[config.mk]
export PLATFORM = sky130hd
export DESIGN_NAME = rst_seq
export DESIGN_NICKNAME = d
export VERILOG_FILES = /design/src/rtl/rst_seq.sv
export SDC_FILE = /design/constraint.sdc
export NUM_CORES = 1
export LEC_CHECK = 0
export CORE_ASPECT_RATIO = 1.25
export CORE_UTILIZATION = 47
export DETAILED_ROUTE_END_ITERATION = 7
export HOLD_SLACK_MARGIN = 0.1
export PLACE_DENSITY = 0.77
export SLEW_MARGIN = 40
export SYNTH_ARGS = -nofsm -noshare
export SYNTH_HDL_FRONTEND = slang
export SYNTH_SLANG_ARGS = --single-unit
export TNS_END_PERCENT = 10
[constraint.sdc]
create_clock -name clk -period 1.9 [get_ports clk]
set_input_delay 0.285 -clock clk [delete_from_list [all_inputs] [get_ports clk]]
set_output_delay 0.285 -clock clk [all_outputs]
set_load 0.01 [all_outputs]
[src/rtl/rst_seq.sv]
// rst_seq: ordered, stretched reset release (memory, peripherals, CPU) with soft/watchdog re-sequencing
module rst_seq #(
  parameter int HOLD_CYCLES = 16,
  parameter int STAGE_GAP = 4,
  parameter int CNT_W = 8
) (
  input  logic       clk,
  input  logic       rst,
  input  logic       soft_rst_req,
  input  logic       wdt_expire,
  output logic       mem_rst_n,
  output logic       periph_rst_n,
  output logic       cpu_rst_n,
  output logic       rst_done,
  output logic       busy,
  output logic [1:0] rst_cause,
  output logic [7:0] rst_count
);
  typedef enum logic [1:0] {ASSERT, REL_MEM, REL_PERIPH, RUN} state_t;
  localparam logic [CNT_W-1:0] HOLD_LAST = CNT_W'(HOLD_CYCLES - 1);
  localparam logic [CNT_W-1:0] GAP_LAST = CNT_W'(STAGE_GAP - 1);
  state_t state, state_d;
  logic [CNT_W-1:0] cnt, cnt_d;
  logic mem_d, periph_d, cpu_d, done_d;
  logic [1:0] cause_d;
  logic [7:0] count_d;
  always_comb begin
    state_d = state;
    cnt_d = cnt + 1'b1;
    mem_d = mem_rst_n;
    periph_d = periph_rst_n;
    cpu_d = cpu_rst_n;
    cause_d = rst_cause;
    count_d = rst_count;
    case (state)
      ASSERT: if (cnt == HOLD_LAST) begin
        state_d = REL_MEM;
        cnt_d = '0;
        mem_d = 1'b1;
      end
      REL_MEM: if (cnt == GAP_LAST) begin
        state_d = REL_PERIPH;
        cnt_d = '0;
        periph_d = 1'b1;
      end
      REL_PERIPH: if (cnt == GAP_LAST) begin
        state_d = RUN;
        cnt_d = '0;
        cpu_d = 1'b1;
      end
      default: begin
        cnt_d = cnt;
        if (soft_rst_req || wdt_expire) begin
          state_d = ASSERT;
          cnt_d = '0;
          mem_d = 1'b0;
          periph_d = 1'b0;
          cpu_d = 1'b0;
          cause_d = wdt_expire ? 2'd2 : 2'd1;
          count_d = (&rst_count) ? rst_count : rst_count + 1'b1;
        end
      end
    endcase
    done_d = (state_d == RUN);
  end
  always_ff @(posedge clk) begin
    if (rst) begin
      state <= ASSERT;
      cnt <= '0;
      mem_rst_n <= 1'b0;
      periph_rst_n <= 1'b0;
      cpu_rst_n <= 1'b0;
      rst_done <= 1'b0;
      busy <= 1'b1;
      rst_cause <= 2'd0;
      rst_count <= 8'd0;
    end else begin
      state <= state_d;
      cnt <= cnt_d;
      mem_rst_n <= mem_d;
      periph_rst_n <= periph_d;
      cpu_rst_n <= cpu_d;
      rst_done <= done_d;
      busy <= ~done_d;
      rst_cause <= cause_d;
      rst_count <= count_d;
    end
  end
endmodule

==> impl_metrics.tcl, run 1 <==
set metrics [dict create \
    synth_xor_area_share_pct 4.851 \
    route.detailed.drc 0 \
    dieArea_sq_um 2902 \
    cts_setup_buffers 0 \
    yosysWarnings 0 \
    synth_top_family_by_area "simple AND/OR/NAND/NOR gates" \
    ctsHoldBuffers 0 \
    layout_common_cells "dfxtp_1 (25), nor2_1 (23), clkdlybuf4s50_1 (18)" \
    path_class "flip-flop to flip-flop" \
    critPathMaxStageDelay_ns 0.39 \
    outcome "completed" \
    area_growth_pct 25.45 \
    layout_min_cycle_time_ns 1.822 \
    synth_flop_cell "dfxtp_1" \
    die_x_um 48.38 \
    cp_max_fo 8 \
    ir_drop_uv 328.7 \
    grt_max_degree 15 \
    drive_gt1_share_pct 14.29 \
    fin_hold_ws_ns 0.4904 \
    finalSetupViolCount 0 \
    powerDensity_nw_per_um2 591.4 \
    slowest_stage "dfxtp_1" \
    use_met1_pct 22.08 \
    max_cap_violations 0 \
    die_h_um 59.98 \
    hold_viol 0 \
    grt.met2_usage_pct 36.42 \
    use_met3_pct 2.545 \
    viasPerCell 5.466 \
    synth_seq_cells 25 \
    antenna_found_initial 0 \
    syn_inst 146 \
    cp.arrival_ns 2.05 \
    p_leak_uw 0.0006117 \
    ant_nets 0 \
    clock_path_buffers 2 \
    busiest_layer "met2" \
    synthArstFlopShare_pct 0 \
    wl_um 2680 \
    muxShareOfSynthArea_pct 0.7921 \
    wl_per_cell_um 12.88 \
    core_area_sq_um 2502 \
    diodes 0 \
    track_usage_pct 19.78 \
    num_io_pins 19 \
    cts_buffers 3 \
    grt_overflow 0 \
    synth_compound_gate_area_share_pct 20.00 \
    ys_types 42 \
    hpwl_um 1977 \
    required_ns 2.13 \
    fillers 220 \
    io_buffers 18 \
    layout.cells.non_filler 208 \
    nets 186 \
    path_clk_slew_ns 0.14 \
    htree_levels 1 \
    start_util_pct 50.50 \
    grt_pass1_wl_um 4353 \
    cts_tree "yes" \
    synth_area_per_cell_sq_um 8.656 \
    setup_slack_ns 0.07770 \
    drv_slew 0 \
    max-slew-margin-rel_pct 71.60 \
    clock_latency_ns 0.32 \
    hp-class "flip-flop to flip-flop" \
    dp_slack_ns -0.01658 \
    yosys.area_share.simple_pct 24.06 \
    final_common_cell "dfxtp_1" \
    gp_congestion 0.8798 \
    fin_skew_ns 0.008441 \
    critPathCaptureType "flip-flop" \
    first_iter_violations 22 \
    post-place-cells 204 \
    synth_area_sq_um 1264 \
    first_global_vias 1036 \
    tightest_slew_ns 0.4205 \
    period_share_pct 95.91 \
    synth_edf_count 0 \
    first_pass_iters 4 \
    postLayoutCoreUtil_pct 63.35 \
    syn_nets 156 \
    via_count 1137 \
    cts_sinks 25 \
    synth-adder-area-share_pct 5.941 \
    crit_chain "ha_1, buf_4, nor4b_1, a2111oi_2, o21a_2, a21o_1, a22o_1" \
    fmax_ghz 0.5488 \
    ys_seq_area_share_pct 39.60 \
    cp-start-kind "flip-flop" \
    cts_root_buffer "clkbuf_4" \
    row_count 20 \
]
metrics by stage:
step,power (uW),TNS (ns),cell area [sq um]
6_report,937.6,0,1585
5_1_grt,985.1,-0.004206,1585
4_1_cts,935.9,0,1558
3_5_place_dp,695.3,-0.04273,1530
3_3_place_gp,690.9,0,1530
2_1_floorplan,654.6,0,1264
cells in the mapped netlist, types with 3 or more instances:
| cell | instances | area share [%] |
|---|---|---|
| ha_1 | 6 | 5.9 |
| a21oi_1 | 7 | 2.8 |
| buf_6 | 3 | 2.7 |
| and3_1 | 4 | 2.0 |
| inv_1 | 6 | 1.8 |
| nor3_1 | 4 | 1.6 |
| a211oi_1 | 3 | 1.8 |
| nor2_1 | 24 | 7.1 |
| nand3_1 | 7 | 2.8 |
| a31oi_1 | 4 | 2.0 |
| xnor2_1 | 5 | 3.5 |
| nand2_1 | 10 | 3.0 |
| dfxtp_1 | 25 | 40 |
| o21ai_0 | 6 | 2.4 |
path summary, 6_finish.rpt:
| path | depth (start not counted) | slack [ns] | startpoint | end |
|---|---|---|---|---|
| setup reg to reg | 7 | 0.08 | cnt[0] | cnt[6] |
| hold reg to reg | 2 | 0.49 | periph_rst_n | periph_rst_n |
| setup / recovery | 7 | 0.08 | cnt[0] | cnt[6] |
| hold / removal | 2 | 0.49 | periph_rst_n | periph_rst_n |
power by group:
group	internal (uW)	total (uW)	switching, uW
clock	82.3	240	158
combinational	67.9	143	74.7
sequential	539	555	16.0
routing by layer:
metal | vias to the layer above | routed length (um)
li1 | 583 | -
met1 | 514 | 1219
met2 | 31 | 1301
met3 | 9 | 86
met4 | 0 | 73
met5 | - | 0
cell type report:
| cell class | count | area [sq um] | share of cell area (%) |
|---|---|---|---|
| inverters | 6 | 22.52 | 1.421 |
| repair buffers | 29 | 262.8 | 16.57 |
| flip-flops and latches | 25 | 500.5 | 31.57 |
| multi-input cells | 111 | 732.0 | 46.17 |
| well taps | 33 | 41.29 | 2.605 |
| clock buffers | 4 | 26.28 | 1.657 |
registers in the layout (all words and copies together) (netlist names):
name and flops:
cnt 8, rst_cause 2, cpu_rst_n 1, rst_count 8, mem_rst_n 1, busy 1
rst_done 1, state 2, periph_rst_n 1
critical path: cells and delay by family (launching register included):
family,cells,cell delay (ns)
compound gates,4,0.69
simple gates,1,0.35
flops,1,0.39
buf+inv,1,0.14
fa+ha+maj,1,0.17
repair_timing:
item | 4_1_cts | 5_1_grt
resized for setup | 1 | 6
endpoints found under the setup margin | 4 | 14
pin swaps | 0 | 1
cells by family (layout without fill, tap and decap cells):
group	count (synthesis)	in the layout
AND/OR/NAND/NOR	60	60
AO/OA/AOI/OAI	37	37
flip-flops	25	25
buffers and inverters	10	39
XOR/XNOR	7	7
adder cells (fa/ha/maj)	6	6
multiplexers	1	1
No activity file was read; power rests on OpenSTA's default activity.
==> run 2: changes to the inputs <==
--- a/config.mk
+++ b/config.mk
@@ -6,9 +6,10 @@
 export NUM_CORES = 1
 export LEC_CHECK = 0
 export CORE_ASPECT_RATIO = 1.25
+export CORE_MARGIN = 2
 export CORE_UTILIZATION = 47
 export DETAILED_ROUTE_END_ITERATION = 7
-export HOLD_SLACK_MARGIN = 0.1
+export HOLD_SLACK_MARGIN = 0.02
 export PLACE_DENSITY = 0.77
 export SLEW_MARGIN = 40
 export SYNTH_ARGS = -nofsm -noshare
==> run 2 against run 1 <==
Via count increased by 4.0%. Die area increased by 7.6%. Non-clock buffer count did not move. Routed wire length up 3.1%. Utilization fell by 2.4 points. Global-route usage shrank 1.9 points. Final cell count is 0.48% higher. Largest cell class unchanged. Highest routed layer unchanged.
==> impl_metrics.tcl, run 2 (synthesis results as in run 1) <==
set metrics [dict create \
    row_count 21 \
    rr_worst_depth 5 \
    drive_gt1_share_pct 14.86 \
    grt_overflow 0 \
    max-slew-margin-rel_pct 68.96 \
    fin_hold_ws_ns 0.5045 \
    p_leak_uw 0.0006151 \
    r2r_setup_slack_ns 0.1 \
    period_share_pct 94.79 \
    first_global_vias 1042 \
    die_h_um 61.98 \
    finalSetupViolCount 0 \
    critPathCaptureType "flip-flop" \
    nets 186 \
    path_clk_slew_ns 0.13 \
    area_growth_pct 26.63 \
    multi_input_area_sq_um 745.7 \
    grt_pass1_wl_um 4312 \
    viasPerCell 5.656 \
    crit_start "cnt[7]" \
    required_ns 2.12 \
    dp_slack_ns -0.02710 \
    diodes 0 \
    outcome "completed" \
    drv_slew 0 \
    cts_root_buffer "clkbuf_4" \
    holdCritStartpoint "cnt[0]" \
    reg_top3 "cnt: 8 flops, rst_count: 8 flops" \
    route.detailed.drc 0 \
    timing.rr.end "busy" \
    antenna_found_initial 0 \
    grt_max_degree 14 \
    fin_skew_ns 0.003535 \
    cts_buffers 3 \
    ctsHoldBuffers 0 \
    cp.arrival_ns 2.02 \
    path_class "flip-flop to flip-flop" \
    hold_viol 0 \
    max_cap_violations 0 \
    core_area_sq_um 2628 \
    whs_endpoint "cnt[0]" \
    final_area_sq_um 1600 \
    first_pass_iters 4 \
    num_io_pins 19 \
    min_delay_path_depth 1 \
    tightest_slew_ns 0.4596 \
    wl_um 2763 \
    rsz0062_at_grt "false" \
    powerDensity_nw_per_um2 583.3 \
    die_x_um 50.38 \
    io_buffers 18 \
    gp_congestion 0.8976 \
    final_common_cell "dfxtp_1" \
    fmax_ghz 0.5552 \
    start_util_pct 48.10 \
    fillers 240 \
    cts_setup_buffers 0 \
    cp_max_fo 5 \
    hpwl_um 1990 \
    cts_tree "yes" \
    cts_sinks 25 \
    hp-class "flip-flop to flip-flop" \
    r2r-start "cnt[7]" \
    cp-start-kind "flip-flop" \
    layout_min_cycle_time_ns 1.801 \
    ant_nets 0 \
    seq_area_sq_um 500.5 \
    layout_common_cells "dfxtp_1 (25), nor2_1 (23), clkdlybuf4s50_1 (18)" \
    total_power_uw 933.5 \
    placed_cell_area_sq_um 1531 \
    clock_path_buffers 2 \
    track_usage_pct 17.91 \
    clock_latency_ns 0.31 \
    via_count 1182 \
    ir_drop_uv 430.9 \
    wl_per_cell_um 13.22 \
    htree_levels 1 \
    setup_slack_ns 0.09894 \
    first_iter_violations 29 \
    dieArea_sq_um 3122 \
]
==> run 2: cell count changes in the layout (fill, tap and decap cells not counted) <==
| cell | before | now |
|---|---|---|
| nor4b_1 | 1 | 0 |
| nor4b_2 | 0 | 1 |
| o21bai_2 | 1 | 0 |
| o21bai_4 | 0 | 1 |
==> run 2: metrics by stage <==
| stage | TNS (ns) | instances | utilization [%] |
|---|---|---|---|
| after floorplan | 0 | 146 | - |
| after global placement | 0 | 205 | 58.29 |
| after detailed placement | -0.07591 | 205 | 58.29 |
| after CTS | 0 | 209 | 59.33 |
| after global routing | 0 | 209 | 60.90 |
| final | 0 | 209 | 60.90 |
==> run 2: critical path, stage by stage (launching register included) <==
cell,delay [ns]
dfxtp_1,0.38
nor4_4,0.39
and3_4,0.25
a211oi_1,0.07
a2111o_1,0.39
or2_1,0.23
==> run 2: final cells by class <==
type	instances	share of cell area (%)
repair buffers	29	16.42
clock buffers	4	1.642
well taps	34	2.658
multi-input cells	111	46.60
inverters	6	1.407
flip-flops and latches	25	31.27
==> run 2: timing repair <==
action	4_1_cts	5_1_grt
pin swaps	0	1
endpoints found under the hold margin	0	0
endpoints found under the setup margin	4	15
resized for setup	1	8
==> run 2: worst max path at each step <==
stage | end | slack [ns]
finish | busy | 0.1
global route | busy | 0.01
CTS | rst_count[6] | 0.02
detailed placement | cnt[3] | -0.03
global placement | rst_count[5] | 0.03
floorplan | cnt[6] | 0.07
==> run 2: where the power goes <==
| part | total (uW) | switching (uW) | internal, uW |
|---|---|---|---|
| Sequential | 556 | 16.7 | 539 |
| Combinational | 142 | 74.7 | 67.1 |
| Clock | 236 | 154 | 81.9 |
| Total | 933 | 245 | 688 |
==> run 2: per-layer routing <==
metal | track usage (%) | routed length, um | vias up
met2 | 33.83 | 1422 | 29
met4 | 6.950 | 61 | 0
met5 | 0 | 0 | -
met3 | 3.349 | 99 | 8
li1 | - | - | 589
met1 | 20.15 | 1178 | 556
